===== config.mk =====
export PLATFORM = sky130hd
export DESIGN_NAME = mem_access_unit
export DESIGN_NICKNAME = d
export VERILOG_FILES = /design/src/rtl/mem_access_unit.sv
export SDC_FILE = /design/constraint.sdc
export NUM_CORES = 1
export LEC_CHECK = 0
export BUFFER_PORTS_ARGS = -buffer_cell sky130_fd_sc_hd__buf_4
export CORE_ASPECT_RATIO = 0.7
export CORE_UTILIZATION = 50
export CTS_BUF_LIST = sky130_fd_sc_hd__clkbuf_4
export DETAILED_ROUTE_END_ITERATION = 6
export PLACE_DENSITY = 0.78
export SYNTH_ARGS = -nofsm -noshare
export SYNTH_HDL_FRONTEND = slang
export SYNTH_SLANG_ARGS = --single-unit

===== constraint.sdc =====
create_clock -name clk -period 5 [get_ports clk]
set_input_delay 0.25 -clock clk [delete_from_list [all_inputs] [get_ports clk]]
set_output_delay 0.25 -clock clk [all_outputs]
set_load 0.005 [all_outputs]

===== src/rtl/mem_access_unit.sv =====
// -----------------------------------------------------------------------------
// mem_access_unit
//   Runs one load or store against a word-wide data memory bus that uses a
//   req/gnt/rvalid handshake. Stores get byte enables and lane-replicated data.
//   Loads get lane selection plus sign or zero extension. The core stalls while
//   busy is high and takes rdata, err and misalign when done pulses.
//
// Ports
//   clk, rst           clock, asynchronous active-high reset
//   req                start an op (only looked at while idle)
//   memwr              1 = store, 0 = load
//   memop[2:0]         000 b, 001 h, 010 w, 100 bu, 101 hu
//   addr[31:0]         byte address
//   wdata[31:0]        store data
//   busy               high whenever an op is in flight
//   done               one-cycle completion pulse
//   rdata[31:0]        load result, held until the next done
//   misalign, err      completion status, only valid with done
//   mem_req/we/addr/be/wdata   bus request side, stable until mem_gnt
//   mem_gnt            bus accepts the request this cycle
//   mem_rvalid/rdata   read data return
//
// Parameter
//   TIMEOUT            max cycles spent in REQ+RWAIT before aborting (>=2)
// -----------------------------------------------------------------------------
module mem_access_unit #(
  parameter int TIMEOUT = 255
) (
  input  logic        clk,
  input  logic        rst,
  input  logic        req,
  input  logic        memwr,
  input  logic [2:0]  memop,
  input  logic [31:0] addr,
  input  logic [31:0] wdata,
  output logic        busy,
  output logic        done,
  output logic [31:0] rdata,
  output logic        misalign,
  output logic        err,
  output logic        mem_req,
  output logic        mem_we,
  output logic [31:0] mem_addr,
  output logic [3:0]  mem_be,
  output logic [31:0] mem_wdata,
  input  logic        mem_gnt,
  input  logic        mem_rvalid,
  input  logic [31:0] mem_rdata
);

  localparam int CW = $clog2(TIMEOUT + 1);
  localparam logic [CW-1:0] CNT_LAST = CW'(TIMEOUT - 1);

  localparam logic [1:0] S_IDLE  = 2'd0;
  localparam logic [1:0] S_REQ   = 2'd1;
  localparam logic [1:0] S_RWAIT = 2'd2;
  localparam logic [1:0] S_DONE  = 2'd3;

  logic [1:0]    state_q, state_d;
  logic [CW-1:0] cnt_q, cnt_d;
  logic          wr_q, wr_d;
  logic [2:0]    op_q, op_d;
  logic [1:0]    off_q, off_d;
  logic          eflag_q, eflag_d;
  logic          mflag_q, mflag_d;
  logic [31:0]   res_q, res_d;

  logic          busy_q, busy_d;
  logic          done_q, done_d;
  logic [31:0]   rdata_q, rdata_d;
  logic          misalign_q, misalign_d;
  logic          err_q, err_d;
  logic          mem_req_q, mem_req_d;
  logic          mem_we_q, mem_we_d;
  logic [31:0]   mem_addr_q, mem_addr_d;
  logic [3:0]    mem_be_q, mem_be_d;
  logic [31:0]   mem_wdata_q, mem_wdata_d;

  // Picks the addressed byte/half out of the returned word and extends it.
  function automatic logic [31:0] ld_extract(input logic [2:0] op,
                                             input logic [1:0] off,
                                             input logic [31:0] w);
    logic [7:0]  b;
    logic [15:0] h;
    logic [31:0] r;
    b = w[{off, 3'b000} +: 8];
    h = off[1] ? w[31:16] : w[15:0];
    case (op)
      3'b000:  r = {{24{b[7]}}, b};
      3'b001:  r = {{16{h[15]}}, h};
      3'b100:  r = {24'd0, b};
      3'b101:  r = {16'd0, h};
      default: r = w;
    endcase
    return r;
  endfunction

  logic illegal, misal;
  logic [3:0]  st_be;
  logic [31:0] st_data;

  always_comb begin
    // Stores with the unsigned bit set have no meaning, same as 011/11x.
    illegal = (memop == 3'b011) || (memop == 3'b110) || (memop == 3'b111) ||
              (memwr && memop[2]);
    misal   = ((memop[1:0] == 2'b01) && addr[0]) ||
              ((memop[1:0] == 2'b10) && (addr[1:0] != 2'b00));
    case (memop[1:0])
      2'b00: begin
        st_be   = 4'b0001 << addr[1:0];
        st_data = {4{wdata[7:0]}};
      end
      2'b01: begin
        st_be   = addr[1] ? 4'b1100 : 4'b0011;
        st_data = {2{wdata[15:0]}};
      end
      default: begin
        st_be   = 4'b1111;
        st_data = wdata;
      end
    endcase
  end

  always_comb begin
    state_d     = state_q;
    cnt_d       = cnt_q;
    wr_d        = wr_q;
    op_d        = op_q;
    off_d       = off_q;
    eflag_d     = eflag_q;
    mflag_d     = mflag_q;
    res_d       = res_q;
    mem_we_d    = mem_we_q;
    mem_addr_d  = mem_addr_q;
    mem_be_d    = mem_be_q;
    mem_wdata_d = mem_wdata_q;

    case (state_q)
      S_IDLE: begin
        if (req) begin
          wr_d    = memwr;
          op_d    = memop;
          off_d   = addr[1:0];
          cnt_d   = '0;
          res_d   = '0;
          eflag_d = 1'b0;
          mflag_d = 1'b0;
          if (illegal) begin
            eflag_d = 1'b1;
            state_d = S_DONE;
          end else if (misal) begin
            mflag_d = 1'b1;
            state_d = S_DONE;
          end else begin
            state_d     = S_REQ;
            mem_we_d    = memwr;
            mem_addr_d  = {addr[31:2], 2'b00};
            mem_be_d    = memwr ? st_be : 4'b1111;
            mem_wdata_d = memwr ? st_data : 32'd0;
          end
        end
      end
      S_REQ: begin
        // A grant in the last allowed cycle still wins over the timeout.
        if (mem_gnt) begin
          state_d = wr_q ? S_DONE : S_RWAIT;
          cnt_d   = cnt_q + 1'b1;
        end else if (cnt_q >= CNT_LAST) begin
          eflag_d = 1'b1;
          state_d = S_DONE;
        end else begin
          cnt_d = cnt_q + 1'b1;
        end
      end
      S_RWAIT: begin
        if (mem_rvalid) begin
          res_d   = ld_extract(op_q, off_q, mem_rdata);
          state_d = S_DONE;
        end else if (cnt_q >= CNT_LAST) begin
          eflag_d = 1'b1;
          state_d = S_DONE;
        end else begin
          cnt_d = cnt_q + 1'b1;
        end
      end
      default: state_d = S_IDLE;
    endcase

    // Outputs are flopped; done lands one cycle after DONE, which is what
    // gives the 2/3/4-cycle error/store/load latencies.
    busy_d     = (state_d != S_IDLE);
    mem_req_d  = (state_d == S_REQ);
    done_d     = (state_q == S_DONE);
    err_d      = done_d && eflag_q;
    misalign_d = done_d && mflag_q;
    rdata_d    = done_d ? res_q : rdata_q;
  end

  always_ff @(posedge clk or posedge rst) begin
    if (rst) begin
      state_q     <= S_IDLE;
      cnt_q       <= '0;
      wr_q        <= 1'b0;
      op_q        <= 3'd0;
      off_q       <= 2'd0;
      eflag_q     <= 1'b0;
      mflag_q     <= 1'b0;
      res_q       <= '0;
      busy_q      <= 1'b0;
      done_q      <= 1'b0;
      rdata_q     <= '0;
      misalign_q  <= 1'b0;
      err_q       <= 1'b0;
      mem_req_q   <= 1'b0;
      mem_we_q    <= 1'b0;
      mem_addr_q  <= '0;
      mem_be_q    <= '0;
      mem_wdata_q <= '0;
    end else begin
      state_q     <= state_d;
      cnt_q       <= cnt_d;
      wr_q        <= wr_d;
      op_q        <= op_d;
      off_q       <= off_d;
      eflag_q     <= eflag_d;
      mflag_q     <= mflag_d;
      res_q       <= res_d;
      busy_q      <= busy_d;
      done_q      <= done_d;
      rdata_q     <= rdata_d;
      misalign_q  <= misalign_d;
      err_q       <= err_d;
      mem_req_q   <= mem_req_d;
      mem_we_q    <= mem_we_d;
      mem_addr_q  <= mem_addr_d;
      mem_be_q    <= mem_be_d;
      mem_wdata_q <= mem_wdata_d;
    end
  end

  assign busy      = busy_q;
  assign done      = done_q;
  assign rdata     = rdata_q;
  assign misalign  = misalign_q;
  assign err       = err_q;
  assign mem_req   = mem_req_q;
  assign mem_we    = mem_we_q;
  assign mem_addr  = mem_addr_q;
  assign mem_be    = mem_be_q;
  assign mem_wdata = mem_wdata_q;

endmodule


== Word-level counts from Yosys, hierarchy flattened ==
Index checks and enable logic that the tools add are counted.
Widths: inputs -> output; s select.

* Add/sub/neg operators: 1
* Order comparisons: 1
* Eq/ne operators: 16
* Shift-type cells: 2
* Mux-type cells: 31
* Bitwise logic cells: 2
* Reduce and logical (&&, ||, !) cells: 21

{| class="wikitable"
|+ Operator list
! kind !! count
|-
| $pmux 32 s2 || 2
|-
| $pmux 32 s4 || 1
|-
| $mux 32 || 3
|-
| $mux 8 || 4
|-
| $shiftx 32x6->8 || 1
|-
| $pmux 8 s3 || 1
|-
| $mux 16 || 1
|-
| $eq 3x3->1 const B || 4
|-
| $mux 2 || 6
|-
| $add 8x1->8 const B || 1
|-
| $ge 8x8->1 const B || 1
|-
| $mux 1 || 8
|-
| $mux 4 || 2
|-
| $ne 2x2->1 const B || 4
|-
| $pmux 4 s2 || 1
|-
| $reduce_and 4->1 || 2
|-
| $eq 2x1->1 const B || 3
|-
| $eq 2x2->1 const B || 3
|-
| $pmux 2 s3 || 1
|-
| $reduce_and 3->1 || 2
|-
| $reduce_bool 2->1 || 3
|-
| $logic_and 1x1->1 || 5
|-
| $logic_not 2->1 || 2
|-
| $logic_or 1x1->1 || 4
|-
| other kinds (8) || 9
|}

* Bits in registers: 154
* Input port bits: 105
* Output and inout bits: 106
* Word-level logic and storage cells: 92

== Depth between registers and ports, before layout ==
Gate-level depths: netlist of the first run.

* Word-level depth: 8
* Gate-level depth with buffers: 8
* Depth with buffers taken out: 6

== Worst setup path before layout of the first run ==
Ideal clock, no wire load.

* Path type: reg-to-reg
* Start point: register state_q[0]
* End point: register res_q[16]
* Library setup time: 66 ps
* Data arrival time: 1772 ps
* Data required time: 4934 ps
* Path slack: 3162 ps
* Stages on the path, launching flop included: 8
* Buffers on the path: 1
* Period minus slack after synthesis: 1838 ps
* Cells stage by stage: dfrtp_1 -> inv_1 -> ha_1 -> nor2b_1 -> nor2_1 -> nor4b_4 -> buf_6 -> a221o_1

* Longest elaborated chain between the ends: 3
* Elaborated cells between the ends (all ways): 7
* Those cells by class: 3 x eq/ne; 1 x mux; 3 x reduce/logical

{| class="wikitable"
|+ RTL lines
! item !! RTL line !! source
|-
| start, declared || 59 || <nowiki>logic [1:0] state_q, state_d;</nowiki>
|-
| start signal, assigned || 220 || <nowiki>state_q <= state_d;</nowiki>
|-
| $eq 2x2->1 / $logic_not 2->1 (equally long branches) || 138 || <nowiki>case (state_q)</nowiki>
|-
| $ne 2x2->1 (no source line) / $reduce_bool 2->1 (equally long branches) || -- ||
|-
| $reduce_and 3->1 (no source line) || -- ||
|-
| end signal, assigned || 227 || <nowiki>res_q <= res_d;</nowiki>
|-
| end, declared || 66 || <nowiki>logic [31:0] res_q, res_d;</nowiki>
|}

Several ways; a longest one is shown, not always the timed one.
A chain may end at the register's enable or synchronous reset.

== Worst setup path after layout of the first run ==
* Start point: register state_q[0]
* End point: register res_q[29]

Same word-level chain as after synthesis.

==> flow_summary_export.csv, run 1 <==
group,metric,value,unit
setup_path,crit_arrival,3.39,ns
grt,grt_pass1_vias,5968,
logic_synthesis,synth_cell_types,49,
die,die_w,143.0,um
timing,period_needed,2.907,ns
grt,antenna_found_initial,0,
die,die-area,14400,um^2
clock_network,htree_levels,4,
drt,vias,5955,
pwr,p_leak,0.004647,uW
pwr,cellPowerDensity,499.7,nW/um^2
drt,wl_per_cell,18.52,um
drt,drt-vias-per-instance,5.613,
clock_network,postCtsSetupBuffers,0,
logic_synthesis,synth_flop_cell,"dfrtp_1",
setup_path,rr_worst_depth,6,
die,ios,211,
layout,fillers,917,
logic_synthesis,seq_area_frac_synth,55.38,%
pwr,power_switching,1765,uW
logic_synthesis,synth_edf_count,0,
grt,grtUsageTotal,28.51,%
setup_path,end_kind,"flop",
die,die_y,100.7,um
logic_synthesis,yosysWarnings,0,
setup_path,timing.rr.end,"res_q[29]",
setup_path,cp.required,5.49,ns
clock_network,cts_buffer_depth,2,
die,core_area,13360,um^2
clock_network,numCtsBuffers,17,
layout,fin_nets,973,
timing,fmax,0.3440,GHz
drt,remaining_drc_errors,0,
logic_synthesis,netlist_instances,591,
placed_design,numPortBuffers,208,
layout,drive_gt1_share,36.46,%
setup_path,critPathKind,"flop to flop",
die,rows,35,
clock_network,cts_sinks,154,
pwr,switching_share,36.56,%
grt,grt_overflow,0,
drt,finalWirelength,19650,um
pwr,p_seq_share,42.9,%
grt,grt_pass1_wl,31220,um
pwr,peakVddDrop,0.2979,mV
setup_path,crit_path_max_fanout,17,
timing,min_period_over_period,58.14,%
grt,grt_max_degree,93,
min_path,hold_path_depth,3,
die,start_util,52.10,%
timing,finClkSkew,0.01788,ns
min_path,hold_path.class,"input port to flop",
timing,relSlewSlack,33.57,%
clock_network,cts_root_buf,"clkbuf_4",
min_path,worstHoldStart,"wdata[31]",
placed_design,gp_congestion,0.8881,
min_path,min_to,"mem_wdata[31]",
outcome,status,"completed",
timing,final_hold_viol_count,0,
logic_synthesis,ys_seq_elements,154,
pwr,p_int,3063,uW
timing,worst_pin_slew,0.9928,ns
pwr,comb_power_share,41.8,%
drt,dr.pass1.iters,6,
drt,drtIter0Drc,483,
timing,finalSetupViolations,0,
clock_network,clk_latency,0.55,ns
clock_network,clk_pin_slew,0.14,ns
timing,drv_slew,0,
layout,syn_to_final_growth,38.85,%
setup_path,r2r_setup_slack,2.09,ns
pwr,power,4828,uW
clock_network,cts_tree,"done",
drt,antenna_left,0,
pwr,pwr-share-clk,15.3,%
logic_synthesis,synthesis.area,6959,um^2
logic_synthesis,synth_area_per_cell,11.78,um^2
placed_design,place_hpwl,13230,um
layout,final_cell_mix,"buf_4 (213), dfrtp_1 (154), dlygate4sd3_1 (78)",
logic_synthesis,synthArstFlopShare,100.0,%
layout,final_common_cell,"buf_4",
setup_path,rr_startpoint,"state_q[0]",
setup_path,worstSetupStartpointType,"flop",
timing,fin_tns_setup,0,ns
job,drv_cap,0,
timing,grt_setup_unrepaired,"no",
[per-stage QoR]
step	area, um^2	hold slack, ns	instances	setup WS, ns	util, %
after floorplan	6963	0.3817	592	0.6002	-
after detailed placement	8610	0.4653	950	2.132	64.46
after CTS	9661	0.002540	1060	2.119	72.33
after global placement	8610	0.4647	950	2.283	64.46
final	9663	0.01865	1061	2.093	72.35
after global routing	9661	0.02119	1060	1.822	72.33
[Yosys cell counts, drive strengths merged, types with 3 or more instances]
cell | number | area (um^2)
inv | 9 | 33.78
o31a | 5 | 43.79
a211oi | 7 | 52.55
nor2b | 14 | 87.58
o21bai | 3 | 22.52
and2 | 3 | 18.77
mux2 | 68 | 765.7
a221o | 16 | 160.2
and3 | 3 | 18.77
a211o | 6 | 52.55
nand2 | 47 | 176.4
o21ai | 66 | 330.3
nand3b | 3 | 22.52
ha | 6 | 75.07
nand3 | 7 | 35.03
buf | 18 | 121.4
a2bb2oi | 3 | 26.28
dfrtp | 154 | 3854
a32o | 7 | 70.07
a21oi | 21 | 105.1
mux2i | 27 | 282.8
clkbuf | 22 | 82.58
nor2 | 23 | 86.33
nor3 | 3 | 15.01
nand2b | 11 | 68.82
o22ai | 5 | 31.28
a22o | 11 | 96.34
o31ai | 4 | 30.03
[sequential cells by signal, indices dropped and copies added, names as in the netlist]
name,count
busy,1
cnt_q,8
done,1
eflag_q,1
err,1
mem_addr,30
mem_be,4
mem_req,1
mem_wdata,32
mem_we,1
mflag_q,1
misalign,1
off_q,2
op_q,3
rdata,32
res_q,32
state_q,2
wr_q,1
[worst max-delay path by stage]
stage / slack, ns / from / to / cells after the start
after floorplan: 0.60 / rst / busy / 1
after global placement: 2.28 / state_q[0] / res_q[27] / 6
after detailed placement: 2.13 / state_q[0] / res_q[21] / 6
after CTS: 2.12 / state_q[0] / res_q[31] / 6
after global routing: 1.82 / state_q[0] / res_q[19] / 6
final: 2.09 / state_q[0] / res_q[29] / 6
[timing repair]
item,in CTS,in global routing
resized for setup,0,0
hold buffers,78,0
endpoints found under the hold margin,169,0
[layer usage]
metal,track usage (%),part of all wire [%],vias up,routed length [um]
met4,10.67,2.4,0,471
met5,0,0,-,0
met1,38.50,42,2946,8157
met3,6.318,7.4,43,1452
met2,45.33,49,257,9570
li1,-,-,2709,-
[power groups by stage]
stage	clock network, uW	registers (uW)	logic (uW)
2_1_floorplan	0	1990	1100
3_3_place_gp	0	2050	1860
3_5_place_dp	0	2080	1940
4_1_cts	747	2060	1990
5_1_grt	797	2130	2190
6_report	739	2070	2020
[critical path: stages (launching register included)]
cell     delay, ns
dfrtp_1       0.46
inv_1         0.11
ha_1          0.36
nand2_1       0.13
nor2_1        0.77
nor4b_4       0.81
a221o_1       0.22
[kinds of logic after synthesis]
group	after synthesis	share of synthesized area [%]
flops	154	55.38
mux	96	15.39
xor+xnor	1	0.1259
compound gates	163	15.91
simple gates	121	8.648
fa+ha+maj	6	1.079
buf+inv	49	3.416
other cells	1	0.05389
[final cells by class]
| cell class | count | area [um^2] | area share, % |
|---|---|---|---|
| clock buffers | 17 | 127.6 | 1.321 |
| diodes | 1 | 2.502 | 0.02590 |
| multi-input cells | 389 | 2887 | 29.87 |
| clock inverters | 15 | 142.6 | 1.476 |
| repair buffers | 291 | 2380 | 24.63 |
| well taps | 185 | 231.5 | 2.395 |
| inverters | 9 | 38.79 | 0.4014 |
| flip-flops and latches | 154 | 3854 | 39.88 |
(Power assumes the default switching activity.)
==> inputs of run 2 (changes only) <==
- ABC_AREA: default -> 1
- clock period: 5 -> 2.9 ns (I/O delays scaled with it)
==> flow_summary_export.csv, run 2 <==
group,metric,value,unit
timing,fin_tns_setup,0,ns
timing,grt_setup_unrepaired,"no",
pwr,p_leak,0.005555,uW
placed_design,gp_congestion,0.8914,
setup_path,r2r_setup_slack,0.33,ns
clock_network,cts_resized,0,
layout,fin_nets,1303,
placed_design,numPortBuffers,208,
layout,syn_to_final_growth,43.53,%
timing,period_needed,2.570,ns
clock_network,cts_root_buf,"clkbuf_4",
setup_path,endpoint,"res_q[18]",
setup_path,cp_common_cell,"nand2_1",
timing,drv_slew,0,
job,drv_cap,0,
logic_synthesis,synth_edf_count,0,
layout,final_cell_mix,"nand2_1 (393), buf_4 (215), dfrtp_1 (154)",
clock_network,numCtsBuffers,17,
die,start_util,52.40,%
clock_network,clk_latency,0.56,ns
logic_synthesis,synth_cell_types,33,
clock_network,htree_levels,4,
logic_synthesis,synth.most_common_cell,"nand2_1",
layout,ff_latch_area,3854,um^2
die,ios,211,
setup_path,cp_slowest_cell,"inv_1",
logic_synthesis,synthArstFlopShare,100.0,%
setup_path,crit_arrival,3.06,ns
setup_path,crit_path_start,"state_q[0]",
setup_path,worstSetupStartpointType,"flop",
die,die-area,14620,um^2
layout,multi_input_area,2733,um^2
timing,finalSetupViolations,0,
setup_path,timing.rr.end,"res_q[18]",
logic_synthesis,synth_commonest_cells,"nand2_1 (393), dfrtp_1 (154), inv_1 (61)",
drt,dr.pass1.iters,5,
logic_synthesis,seq_area_frac_synth,54.52,%
timing,finClkSkew,0.02935,ns
pwr,cellPowerDensity,872.8,nW/um^2
drt,route.met2.wl,10320,um
timing,worst_pin_slew,0.8285,ns
logic_synthesis,yosys-top-cells-area,"dfrtp_1 (55%), nand2_1 (21%), o21ai_0 (4.0%)",
die,rows,35,
timing,final_hold_viol_count,0,
min_path,hold_path.class,"input port to flop",
clock_network,cts_tree,"done",
layout,fin_area,10140,um^2
clock_network,clk_pin_slew,0.14,ns
drt,drtIter0Drc,549,
layout,fillers,936,
logic_synthesis,yosysWarnings,0,
die,core_area,13490,um^2
layout,final_common_cell,"nand2_1",
timing,fmax,0.3891,GHz
drt,vias,7330,
setup_path,critPathKind,"flop to flop",
drt,antenna_left,0,
placed_design,place_hpwl,13860,um
die,die_w,144.1,um
setup_path,end_kind,"flop",
drt,remaining_drc_errors,0,
setup_path,rr_worst_depth,10,
clock_network,cts_buffer_depth,2,
setup_path,crit_path_max_fanout,30,
pwr,peakVddDrop,0.4866,mV
grt,grt_pass1_wl,36250,um
drt,top_layer,"met4",
drt,dr_wl_met3,2130,um
logic_synthesis,synth_top_area_share,54.52,%
logic_synthesis,ys_seq_elements,154,
outcome,status,"completed",
layout,drive_gt1_share,22.41,%
grt,grtUsageTotal,33.00,%
logic_synthesis,netlist_instances,888,
setup_path,cp.required,3.39,ns
drt,drt-met1-wl,9470,um
logic_synthesis,synth_flop_cell,"dfrtp_1",
timing,relSlewSlack,44.65,%
timing,min_period_over_period,88.62,%
grt,grt_overflow,0,
clock_network,postCtsSetupBuffers,0,
logic_synthesis,synthesis.area,7068,um^2
drt,wl_per_cell,16.38,um
clock_network,cts_sinks,154,
drt,finalWirelength,22810,um
grt,grt_max_degree,68,
logic_synthesis,synth_area_per_cell,7.959,um^2
grt,antenna_found_initial,0,
setup_path,path_cells,"inv_1, ha_1, nand2_1, nor2_1, buf_4, inv_1, o21ai_1, inv_2, nand2_1, nand2_1",
setup_path,rr_startpoint,"state_q[0]",
logic_synthesis,synth_largest_area_cell,"dfrtp_1",
placed_design,dpl_cell_area,8758,um^2
setup_path,critical_path.max_stage_delay,0.45,ns
drt,drt-vias-per-instance,5.266,
grt,grt_pass1_vias,7174,
die,die_y,101.5,um
==> run 2: cell families after synthesis <==
group                    share of synthesized area (%)
AND/OR/NAND/NOR                                  26.11
flip-flops                                       54.52
AO/OA/AOI/OAI                                    11.26
buffers and inverters                            6.868
adder cells (fa/ha/maj)                          1.062
XOR/XNOR                                        0.1239
other                                          0.05306
==> run 2: how the worst min path moves through the flow <==
stage | start | to | slack [ns] | depth (start not counted)
after global routing | memop[1] | mem_wdata[23] | 0.02 | 3
after floorplan | addr[10] | mem_addr[10] | 0.26 | 2
after CTS | memop[1] | mem_wdata[16] | 0.004 | 3
after detailed placement | rst | mem_wdata[2] | 0.33 | 2
after global placement | rst | mem_wdata[13] | 0.33 | 2
final | memop[1] | mem_wdata[23] | 0.04 | 3
==> run 2: layer usage <==
metal	vias to the layer above	global-route usage, %
li1	3399	-
met1	3445	43.54
met2	394	50.65
met3	92	9.267
met4	0	15.79
met5	-	0
==> run 2: stage by stage <==
step	setup WS, ns	utilization (%)	cells	power, uW	hold slack (ns)
after floorplan	0.8101	-	889	5394	0.2616
final	0.3300	75.21	1392	8854	0.03567
after global routing	0.03155	75.18	1390	9489	0.02381
after detailed placement	0.3702	64.94	1254	7044	0.3315
after CTS	0.3573	75.18	1390	8714	0.003794
after global placement	0.5438	64.94	1254	6945	0.3301
==> run 2: cell type report <==
type | count | area share, %
sequential | 154 | 37.99
multi-input combinational | 627 | 26.94
timing repair buffer | 322 | 26.76
inverter | 70 | 2.627
tap | 185 | 2.282
clock inverter | 15 | 2.097
clock buffer | 17 | 1.258
antenna | 2 | 0.04933
==> run 2: power breakdown <==
| group | leakage, uW | switching [uW] | internal, uW |
|---|---|---|---|
| clock | 0.000181 | 846 | 706 |
| sequential | 0.00200 | 591 | 2990 |
| combinational | 0.00337 | 2070 | 1660 |
==> run 2: repair_timing <==
action | CTS | global route
setup endpoints to repair | 0 | 0
hold buffers | 104 | 0
hold endpoints to repair | 137 | 0
==> run 2: critical path, delay by kind of cell, from the launching register on <==
kind	cells	cell delay, ns
AOI/OAI and AO/OA	1	0.23
adders and majority gates	1	0.29
buffers and inverters	4	1.16
DFF	1	0.42
and+or+nand+nor	4	0.42
